## src/rtl/fifo_pkg.sv

```systemverilog
// Shared types and parameter helpers for the width-conversion FIFO read path.
package fifo_pkg;

  typedef enum logic {
    IDLE = 1'b0,
    SEND = 1'b1
  } downsize_state_t;

  localparam int DEF_WIDE_WIDTH = 16;
  localparam int DEF_RATIO      = 2;

  // Legal only when the wide word splits exactly into RATIO narrow slices.
  function automatic bit downsize_cfg_ok(input int wide_w, input int ratio, input int narrow_w);
    return (ratio >= 2) && (narrow_w > 0) && (wide_w == ratio * narrow_w);
  endfunction

endpackage

```

## src/rtl/fifo_downsize_sequencer.sv

```systemverilog
// Pops one wide FIFO word and streams it out as RATIO narrow slices, LSB slice first.
// One cycle from non-empty to first valid slice; reload on last accept gives no bubble.
module fifo_downsize_sequencer
  import fifo_pkg::*;
#(
  parameter int WIDE_WIDTH   = DEF_WIDE_WIDTH,
  parameter int RATIO        = DEF_RATIO,
  parameter int NARROW_WIDTH = WIDE_WIDTH / RATIO
) (
  input  logic                    clk_i,
  input  logic                    reset_i,
  input  logic                    fifo_empty_i,
  input  logic [WIDE_WIDTH-1:0]   fifo_rd_data_i,
  output logic                    fifo_read_o,
  output logic [NARROW_WIDTH-1:0] out_data_o,
  output logic                    out_valid_o,
  input  logic                    out_ready_i,
  output logic                    out_last_o
);

  localparam int IDX_W = (RATIO > 1) ? $clog2(RATIO) : 1;
  localparam logic [IDX_W-1:0] LAST_IDX = IDX_W'(RATIO - 1);

  generate
    if (!downsize_cfg_ok(WIDE_WIDTH, RATIO, NARROW_WIDTH)) begin : g_bad_cfg
      $error("fifo_downsize_sequencer: WIDE_WIDTH must equal RATIO*NARROW_WIDTH with RATIO>=2");
    end
  endgenerate

  downsize_state_t                       state_q, state_d;
  logic [IDX_W-1:0]                      idx_q, idx_d;
  logic [RATIO-1:0][NARROW_WIDTH-1:0]    buf_q, buf_d;

  logic accept;
  logic at_last;
  logic load;

  always_comb begin
    accept  = (state_q == SEND) && out_ready_i;
    at_last = (idx_q == LAST_IDX);
    // A load in IDLE or on the final accept is the only moment a word is popped.
    load    = !fifo_empty_i && ((state_q == IDLE) || (accept && at_last));

    state_d = state_q;
    idx_d   = idx_q;
    buf_d   = buf_q;

    if (load) begin
      buf_d   = fifo_rd_data_i;
      idx_d   = '0;
      state_d = SEND;
    end else if (accept) begin
      if (at_last) begin
        state_d = IDLE;
      end else begin
        idx_d = idx_q + 1'b1;
      end
    end
  end

  always_ff @(posedge clk_i) begin
    if (reset_i) begin
      state_q <= IDLE;
      idx_q   <= '0;
      buf_q   <= '0;
    end else begin
      state_q <= state_d;
      idx_q   <= idx_d;
      buf_q   <= buf_d;
    end
  end

  assign fifo_read_o = !reset_i && load;
  assign out_valid_o = (state_q == SEND);
  assign out_last_o  = (state_q == SEND) && at_last;
  assign out_data_o  = buf_q[idx_q];

endmodule

```

## config.mk

```make
export PLATFORM = sky130hd
export DESIGN_NAME = fifo_downsize_sequencer
export DESIGN_NICKNAME = d
export VERILOG_FILES = /design/src/rtl/fifo_pkg.sv /design/src/rtl/fifo_downsize_sequencer.sv
export SDC_FILE = /design/constraint.sdc
export NUM_CORES = 1
export LEC_CHECK = 0
export ABC_AREA = 1
export CAP_MARGIN = 20
export CORE_MARGIN = 3
export CORE_UTILIZATION = 23
export CTS_CLUSTER_SIZE = 16
export DETAILED_ROUTE_END_ITERATION = 7
export PLACE_DENSITY_LB_ADDON = 0.3
export REMOVE_ABC_BUFFERS = 1
export SLEW_MARGIN = 20
export SYNTH_ARGS = -nofsm -noshare
export SYNTH_HDL_FRONTEND = slang
export SYNTH_SLANG_ARGS = --single-unit
export TNS_END_PERCENT = 30
```

## constraint.sdc

```tcl
create_clock -name clk_i -period 3.1 [get_ports clk_i]
set_input_delay 0.93 -clock clk_i [delete_from_list [all_inputs] [get_ports clk_i]]
set_output_delay 0.93 -clock clk_i [all_outputs]
set_load 0.005 [all_outputs]
```

## Yosys cells after proc, flatten, opt, wreduce, memory -nomap -nowiden

Index checks and enable logic that the tools add are counted.

- Register bits: 18
- Input bits: 20
- Output and inout port bits: 11
- Word-level logic and storage cells: 25

- $add $sub $neg: 1
- Magnitude comparators: 1
- Muxes and demuxes: 6
- Bitwise logic cells: 1
- Reductions and logical operators: 12

Operator list:

| cell | count |
|---|---|
| $mux W8 | 2 |
| $logic_and A1 B1 Y1 | 5 |
| $mux W1 | 4 |
| $reduce_bool A2 Y1 | 2 |
| $logic_not A1 Y1 | 2 |
| $lt A1 B2 Y1 const B | 1 |
| $reduce_and A2 Y1 | 1 |
| $reduce_or A2 Y1 | 1 |
| $add A1 B1 Y1 const B | 1 |
| $logic_or A1 B1 Y1 | 1 |
| $not A1 Y1 | 1 |

## Longest topological paths before layout

Gate-level depths: netlist of run 1.

- Depth after elaboration: 6
- Mapped depth: 6

## Worst setup path before layout of run 1

OpenSTA, ideal clock, no wires.

- Kind: input-to-output
- Start point: input out_ready_i
- End point: output fifo_read_o
- Arrival: 1.425 ns
- Data required time: 2.170 ns
- Setup slack: 0.745 ns
- Stages: 5
- Cell sequence: nand2_1 nand2_4 nand2_8 buf_12 nor2_2

- Longest elaborated chain between the ends: 5

Ends and longest elaborated chain:

| element | RTL line | RTL |
|---|---|---|
| start: declaration | fifo_downsize_sequencer.sv:17 | `input logic out_ready_i,` |
| $logic_and A1 B1 Y1 | fifo_downsize_sequencer.sv:39 | `accept = (state_q == SEND) && out_ready_i;` |
| $logic_and A1 B1 Y1 | fifo_downsize_sequencer.sv:42 | `load = !fifo_empty_i && ((state_q == IDLE) \|\| (accept && at_last));` |
| $logic_or A1 B1 Y1 | fifo_downsize_sequencer.sv:42 |  |
| $logic_and A1 B1 Y1 | fifo_downsize_sequencer.sv:42 |  |
| $logic_and A1 B1 Y1 | fifo_downsize_sequencer.sv:73 | `assign fifo_read_o = !reset_i && load;` |
| end: declaration | fifo_downsize_sequencer.sv:14 | `output logic fifo_read_o,` |

Every way passes these cells.

## Worst setup path in the final report of run 1

- Start point: input fifo_empty_i
- End point: output fifo_read_o

- Longest elaborated chain between the ends: 3

Ends and longest elaborated chain:

| element | RTL line | RTL |
|---|---|---|
| start: declaration | fifo_downsize_sequencer.sv:12 | `input logic fifo_empty_i,` |
| $logic_not A1 Y1 | fifo_downsize_sequencer.sv:42 |  |
| $logic_and A1 B1 Y1 | fifo_downsize_sequencer.sv:42 |  |
| $logic_and A1 B1 Y1 | fifo_downsize_sequencer.sv:73 |  |

Every way passes these cells.

==> flow_summary.yaml, run 1 <==
floorplanning:
  core_region_area_um2: 3468
  row_count: 21
  start_util_pct: 24.93
  num_io_pins: 31
  dieArea_um2: 4531
  die_y_um: 67.31
  die_w_um: 67.31
hold_path:
  whs_path_depth: 2
  hold_path.class: "reg2reg"
  holdPathEnd: "buf_q[8]"
  hp-start: "buf_q[8]"
sta:
  period_needed_ns: 3.029
  skew_ns: 0.006505
  finalSetupViolations: 0
  finalHoldViolCount: 0
  maxSlewViolCount: 0
  slew_headroom_pct: 64.37
  tns_ns: 0
  rsz0062_at_grt: "no"
  fmax_mhz: 330.1
  finalWorstSetupSlack_ns: 0.07069
  fin_crit_sh_pct: 97.72
  tightest_slew_ns: 0.5337
  whs_ns: 0.4557
global_route:
  grt_usage_pct: 10.37
  grt_max_degree: 34
  overflow: 0
  antenna_found_initial: 0
  grt_pass1_vias: 798
  grt_pass1_wl_mm: 3.539
critical_path:
  path_class: "in2out"
  cp_cell_sequence: "clkdlybuf4s50_1 > inv_2 > nand2_8 > nor2_2 > clkdlybuf4s50_1"
  crit_path_end_kind: "output port"
  cp.required_ns: 2.17
  cp_slowest_cell: "clkdlybuf4s50_1"
  path_delay_family: "buffers and inverters"
  timing.rr.start: "at_last"
  r2r_setup_slack_ns: 1.67
  slowest_delay_ns: 0.49
  r2r-end: "buf_q[6]"
  path_buf_inv: 3
  critPathArrivalTime_ns: 2.10
  r2r_cells: 6
  path_max_fanout: 2
  start_kind: "primary input"
  crit_top_cell: "clkdlybuf4s50_1"
synthesis:
  synth_top_area_cell: "dfxtp_1"
  ys_ff_latch: 18
  ys_seq_area_share_pct: 41.68
  syn-cell-area_um2: 864.6
  synth_mux_area_share_pct: 10.42
  yosysUniqueCellTypes: 16
  synthTopCellsByArea: "dfxtp_1 (42%), nand4_1 (12%), nand3_2 (10%)"
  synth_top_cell_area_share_pct: 41.68
  synth_xor_area_share_pct: 0
  yosys.area_share.simple_pct: 39.07
  synth_top_family_by_area: "simple AND/OR/NAND/NOR gates"
  synth-compound-area-share_pct: 1.158
  syn_area_per_cell_um2: 9.297
  syn_inst: 93
  synth-adder-area-share_pct: 0
  yosysWarnings: 0
clock_network:
  insertion_delay_ns: 0.25
  clkTransAtPathRegs_ns: 0.06
  htreeDepth: 1
  cts-root-buf: "clkbuf_8"
  clock_path_buffers: 2
  clock_sinks: 18
  cts_buffers: 3
  cts_tree: "yes"
status:
  status: "complete, no violations"
drt:
  vias: 775
  ant_nets: 0
  first_pass_iters: 2
  first_iter_violations: 28
  drc: 0
  routed_via_density: 4.586
  wire_per_inst_um: 12.89
  totalWireLength_mm: 2.179
power:
  power_density_nw_per_um2: 415.9
  ir_drop_v: 0.0001053
  p_leak_nw: 0.5142
placed_design:
  post-place-ws_ns: -0.07921
  io_buffers: 30
  dp_cells: 166
  hpwl_mm: 1.464
  place.gp.congestion: 0.5514
flow_run:
  maxCapViolCount: 0
cells_and_area:
  stdcell_count: 169
  finish.net_count: 145
  diodes: 0
  drive_above_1_share_pct: 23.58
  area_growth_pct: 43.42
power breakdown:
part	total (mW)	switching, mW	internal, mW
Combinational	0.102	0.0439	0.0576
Clock	0.157	0.0714	0.0861
Sequential	0.257	0.0107	0.246
cells in the mapped netlist:
master,count
mux2_2,8
inv_1,2
nand2_1,19
nand2_4,1
dfxtp_1,18
buf_12,1
a21oi_1,2
nor2_2,1
nand2_8,1
nand3_2,9
nand4_1,16
nor2_1,1
buf_4,2
inv_2,1
buf_2,4
nand3_1,7
cells by family after synthesis:
family                 after synthesis
AO/OA/AOI/OAI                        2
buffers and inverters               10
AND/OR/NAND/NOR                     55
flip-flops                          18
multiplexers                         8
how the worst max path moves through the flow:
| stage | from | end | slack [ns] | depth (start not counted) |
|---|---|---|---|---|
| 6_report | fifo_empty_i | fifo_read_o | 0.07 | 5 |
| 5_1_grt | fifo_empty_i | fifo_read_o | 0.03 | 5 |
| 4_1_cts | fifo_empty_i | fifo_read_o | 0.06 | 5 |
| 3_5_place_dp | out_ready_i | fifo_read_o | -0.08 | 6 |
| 3_3_place_gp | out_ready_i | fifo_read_o | -0.05 | 6 |
| 2_1_floorplan | out_ready_i | fifo_read_o | 0.75 | 4 |
placed cells by master (no fill, tap or decap), drive strengths merged:
| master | netlist | final |
|---|---|---|
| mux2 | 8 | 8 |
| nand4 | 16 | 16 |
| nor2 | 2 | 2 |
| nand3 | 16 | 16 |
| dlygate4sd2 | 0 | 1 |
| dfxtp | 18 | 18 |
| clkbuf | 0 | 3 |
| inv | 3 | 3 |
| a21oi | 2 | 2 |
| clkdlybuf4s50 | 0 | 29 |
| buf | 7 | 4 |
| nand2 | 21 | 21 |
timing repair:
item,in CTS,in global routing
gates resized for setup,2,0
setup endpoints to repair,1,0
buffers inserted,0,0
hold buffers,0,0
cell type report:
type / instances / area (µm²)
well taps: 46 / 57.56
repair buffers: 34 / 329.1
fillers: 375 / 2228
flip-flops and latches: 18 / 360.3
clock buffers: 3 / 41.29
multi-input cells: 65 / 440.4
inverters: 3 / 11.26
worst register-to-register path, stage by stage, from the launching register on:
cell and delay [ns]:
dfxtp_1 0.66, nand2_2 0.13, nand2_4 0.13, nand2_8 0.05, buf_4 0.21, nand3_1 0.11
nand2_1 0.05
state kept, by name, indices dropped and copies added, names as in the netlist:
register and count:
buf_q 16, out_valid_o 1, at_last 1
per-layer routing:
metal	wire length (µm)	share of wire (%)	up-vias	track usage (%)
li1	-	-	390	-
met1	985	45	364	12.21
met4	0	0	0	3.038
met2	1045	48	21	18.04
met5	0	0	-	0
met3	148	6.8	0	3.161
metrics by stage:
step | power, mW | util, % | cell area [µm²]
3_5_place_dp | 0.3649 | 34.52 | 1197
6_report | 0.5157 | 35.75 | 1240
3_3_place_gp | 0.3623 | 34.52 | 1197
5_1_grt | 0.5440 | 35.75 | 1240
4_1_cts | 0.5217 | 35.75 | 1240
2_1_floorplan | 0.3037 | - | 809.5
Note: power is estimated with default switching activity, not from simulation.
==> run 2: changes to the inputs <==
--- a/config.mk
+++ b/config.mk
@@ -11,6 +11,7 @@
 export CORE_UTILIZATION = 23
 export CTS_CLUSTER_SIZE = 16
 export DETAILED_ROUTE_END_ITERATION = 7
+export GPL_TIMING_DRIVEN = 0
 export PLACE_DENSITY_LB_ADDON = 0.3
 export REMOVE_ABC_BUFFERS = 1
 export SLEW_MARGIN = 20
==> flow_summary.yaml, run 2 (synthesis gave the netlist of run 1 again) <==
critical_path:
  crit_path_end_kind: "output port"
  r2r_cells: 6
  endpoint: "fifo_read_o"
  cp.depth: 5
  r2r-end: "buf_q[2]"
  path_buf_inv: 3
  critPathArrivalTime_ns: 2.11
  slowest_delay_ns: 0.49
  start_kind: "primary input"
  cp.required_ns: 2.17
  path_class: "in2out"
  cp_cell_sequence: "clkdlybuf4s50_1 > inv_4 > nand2_8 > nor2_2 > clkdlybuf4s50_1"
  cp-startpoint: "fifo_empty_i"
  cp_slowest_cell: "clkdlybuf4s50_1"
  r2r_setup_slack_ns: 1.67
  path_max_fanout: 2
  timing.rr.start: "at_last"
  crit_top_cell: "clkdlybuf4s50_1"
  path_delay_family: "buffers and inverters"
flow_run:
  maxCapViolCount: 0
floorplanning:
  die_w_um: 67.31
  start_util_pct: 24.93
  die_y_um: 67.31
  num_io_pins: 31
  row_count: 21
  dieArea_um2: 4531
  core_region_area_um2: 3468
drt:
  vias: 762
  drc: 0
  first_iter_violations: 27
  routed_via_density: 4.482
  totalWireLength_mm: 2.120
  first_pass_iters: 4
  wire_per_inst_um: 12.47
  ant_nets: 0
cells_and_area:
  area_growth_pct: 46.16
  layout_commonest_cell: "clkdlybuf4s50_1"
  stdcell_count: 170
  layout_common_cells: "clkdlybuf4s50_1 (29), nand2_1 (18), dfxtp_1 (18)"
  top_register: "buf_q"
  drive_above_1_share_pct: 24.19
  fin_util_pct: 36.44
  final_area_um2: 1264
  finish.net_count: 145
  diodes: 0
  largest_register_ffs: 16
power:
  ir_drop_v: 0.0001393
  p_leak_nw: 0.5205
  power_density_nw_per_um2: 431.9
  p_total_uw: 545.7
global_route:
  grt_pass1_vias: 790
  grt_max_degree: 34
  grt_pass1_wl_mm: 3.505
  overflow: 0
  grt_usage_pct: 10.26
  antenna_found_initial: 0
placed_design:
  dp_cells: 162
  place.gp.congestion: 0.5567
  hpwl_mm: 1.381
  post-place-ws_ns: -0.3856
  placed_cell_area_um2: 1167
  io_buffers: 30
clock_network:
  cts-root-buf: "clkbuf_8"
  htreeDepth: 1
  clkTransAtPathRegs_ns: 0.06
  clock_sinks: 18
  insertion_delay_ns: 0.25
  clock_path_buffers: 2
  cts_buffers: 3
  cts_tree: "yes"
sta:
  finalHoldViolCount: 0
  finalSetupViolations: 0
  fin_crit_sh_pct: 98.17
  tns_ns: 0
  fmax_mhz: 328.6
  slew_headroom_pct: 64.88
  finalWorstSetupSlack_ns: 0.05688
  tightest_slew_ns: 0.5261
  rsz0062_at_grt: "no"
  period_needed_ns: 3.043
  maxSlewViolCount: 0
  skew_ns: 0.001109
  whs_ns: 0.4556
status:
  status: "complete, no violations"
hold_path:
  hold_path.class: "reg2reg"
run 2: cell count changes in the layout (fill, tap and decap cells not counted), sizes merged:
cell	delta
clkbuf	+1
clkinv	+1
inv	-1
run 2: cell type report:
type                    count  area (µm²)
fillers                   372        2205
multi-input cells          65       440.4
flip-flops and latches     18       360.3
repair buffers             34       336.6
well taps                  46       57.56
clock buffers               4       55.05
inverters                   3       13.76
run 2: report_power, final:
part	total [mW]	switching (mW)	internal, mW
registers	0.257	0.0109	0.246
logic	0.103	0.0444	0.0587
clock network	0.186	0.0732	0.113
run 2: worst min-delay path by stage:
stage              start   endpoint  depth (start not counted)
3_5_place_dp   buf_q[11]  buf_q[11]                          2
6_report       buf_q[15]  buf_q[15]                          2
2_1_floorplan  buf_q[10]  buf_q[10]                          2
3_3_place_gp   buf_q[10]  buf_q[10]                          2
5_1_grt         buf_q[1]   buf_q[1]                          2
4_1_cts        buf_q[15]  buf_q[15]                          2
run 2: worst register-to-register path, stage by stage, from the launching register on:
cell and delay [ns]:
dfxtp_1 0.65, nand2_2 0.12, nand2_4 0.13, nand2_8 0.05, buf_4 0.21, nand3_1 0.10, nand2_1 0.06
run 2: timing repair:
item / CTS / global route
hold buffers: 0 / 0
setup buffers: 3 / 0
endpoints found under the setup margin: 1 / 0
gates resized for setup: 3 / 0
run 2: metal layers:
metal,global-route usage [%],routed length (µm),vias up
met5,0,0,-
met4,3.038,8,0
met3,1.498,142,2
met2,18.40,967,23
met1,12.56,1000,347
li1,-,-,390
==> run 3: changes to the inputs <==
--- a/config.mk
+++ b/config.mk
@@ -6,7 +6,8 @@
 export NUM_CORES = 1
 export LEC_CHECK = 0
 export ABC_AREA = 1
-export CAP_MARGIN = 20
+export ABC_CLOCK_PERIOD_IN_PS = 3100
+export CAP_MARGIN = 0
 export CORE_MARGIN = 3
 export CORE_UTILIZATION = 23
 export CTS_CLUSTER_SIZE = 16
@@ -14,7 +15,7 @@
 export GPL_TIMING_DRIVEN = 0
 export PLACE_DENSITY_LB_ADDON = 0.3
 export REMOVE_ABC_BUFFERS = 1
-export SLEW_MARGIN = 20
+export SLEW_MARGIN = 25
 export SYNTH_ARGS = -nofsm -noshare
 export SYNTH_HDL_FRONTEND = slang
 export SYNTH_SLANG_ARGS = --single-unit
==> flow_summary.yaml, run 3 (synthesis gave the netlist of run 1 again) <==
status:
  status: "complete, no violations"
power:
  p_leak_nw: 0.5158
  ir_drop_v: 0.0001409
  power_density_nw_per_um2: 435.1
  p_total_uw: 543.3
placed_design:
  io_buffers: 30
  dp_cells: 162
  hpwl_mm: 1.381
  post-place-ws_ns: -0.3856
  place.gp.congestion: 0.5567
critical_path:
  r2r_setup_slack_ns: 1.68
  path_max_fanout: 2
  cp_cell_sequence: "clkdlybuf4s50_1 > inv_4 > nand2_8 > nor2_2 > clkdlybuf4s50_1"
  cp_slowest_cell: "clkdlybuf4s50_1"
  slowest_delay_ns: 0.49
  critPathArrivalTime_ns: 2.11
  cp.required_ns: 2.17
  crit_top_cell: "clkdlybuf4s50_1"
  crit_path_end_kind: "output port"
  path_class: "in2out"
  r2r_cells: 6
  start_kind: "primary input"
floorplanning:
  die_w_um: 67.31
  num_io_pins: 31
  dieArea_um2: 4531
  row_count: 21
  core_region_area_um2: 3468
  start_util_pct: 24.93
  die_y_um: 67.31
global_route:
  overflow: 0
  antenna_found_initial: 0
  grt_pass1_vias: 790
  grt.busiest_layer: "met2"
  use_met1_pct: 12.56
  gr-usage-met2_pct: 18.40
  grt_use_met3_pct: 1.498
  grt_pass1_wl_mm: 3.505
  grt_max_degree: 34
  grt_usage_pct: 10.26
drt:
  first_iter_violations: 27
  routed_via_density: 4.485
  vias: 758
  drc: 0
  first_pass_iters: 4
  wire_per_inst_um: 12.45
  totalWireLength_mm: 2.104
  ant_nets: 0
sta:
  fmax_mhz: 328.4
  maxSlewViolCount: 0
  skew_ns: 0.001158
  rsz0062_at_grt: "no"
  tightest_slew_ns: 0.6035
  period_needed_ns: 3.045
  fin_crit_sh_pct: 98.22
  finalWorstSetupSlack_ns: 0.05516
  slew_headroom_pct: 59.71
  finalSetupViolations: 0
  finalHoldViolCount: 0
clock_network:
  cts_tree: "yes"
  clock_sinks: 18
  clock_path_buffers: 2
  insertion_delay_ns: 0.25
  postCtsHoldBufs: 0
  clkTransAtPathRegs_ns: 0.06
  cts_buffers: 3
  cts-root-buf: "clkbuf_8"
  htreeDepth: 1
cells_and_area:
  diodes: 0
  area_growth_pct: 44.43
  finish.net_count: 144
  layout_commonest_cell: "clkdlybuf4s50_1"
  largest_register_ffs: 16
  stdcell_count: 169
  drive_above_1_share_pct: 24.39
  top_register: "buf_q"
  layout_common_cells: "clkdlybuf4s50_1 (29), nand2_1 (18), dfxtp_1 (18)"
hold_path:
  hold_path.class: "reg2reg"
  whs_path_depth: 2
flow_run:
  maxCapViolCount: 0
run 3: path summary, 6_finish.rpt:
path	to	from
worst max-delay path	fifo_read_o	fifo_empty_i
worst min-delay path	buf_q[15]	buf_q[15]
worst max register to register	buf_q[14]	at_last
worst min register to register	buf_q[15]	buf_q[15]
run 3: timing repair:
action / CTS / global route
gates resized for setup: 3 / 0
setup endpoints to repair: 1 / 0
buffers inserted: 3 / 0
run 3: final cells by class:
class	count	area, µm²
Timing Repair Buffer	33	321.6
Multi-Input combinational cell	65	440.4
Clock buffer	4	55.05
Tap cell	46	57.56
Sequential cell	18	360.3
Fill cell	373	2220
Inverter	3	13.76
run 3: critical path: cells and delay by family:
family / cells / cell delay, ns
AND/OR/NAND/NOR: 2 / 0.11
buffers and inverters: 3 / 1.06
run 3: metal layers:
| layer | wire, µm | vias up |
|---|---|---|
| li1 | - | 388 |
| met5 | 0 | - |
| met4 | 8 | 0 |
| met1 | 1008 | 347 |
| met3 | 128 | 2 |
| met2 | 957 | 21 |
run 3: report_power, final:
part	switching (mW)	internal, mW	total, mW
combinational	0.0437	0.0570	0.101
clock	0.0731	0.113	0.186
sequential	0.0110	0.246	0.257
total	0.128	0.416	0.543
run 3: per-stage QoR:
stage | cell area [µm²] | utilization, % | setup TNS (ns) | hold slack, ns
floorplan | 809.5 | - | 0 | 0.4371
global placement | 1167 | 33.66 | -0.3689 | 0.4431
detailed placement | 1167 | 33.66 | -0.3856 | 0.4534
CTS | 1249 | 36.00 | 0 | 0.4605
global route | 1249 | 36.00 | 0 | 0.4864
finish | 1249 | 36.00 | 0 | 0.4569
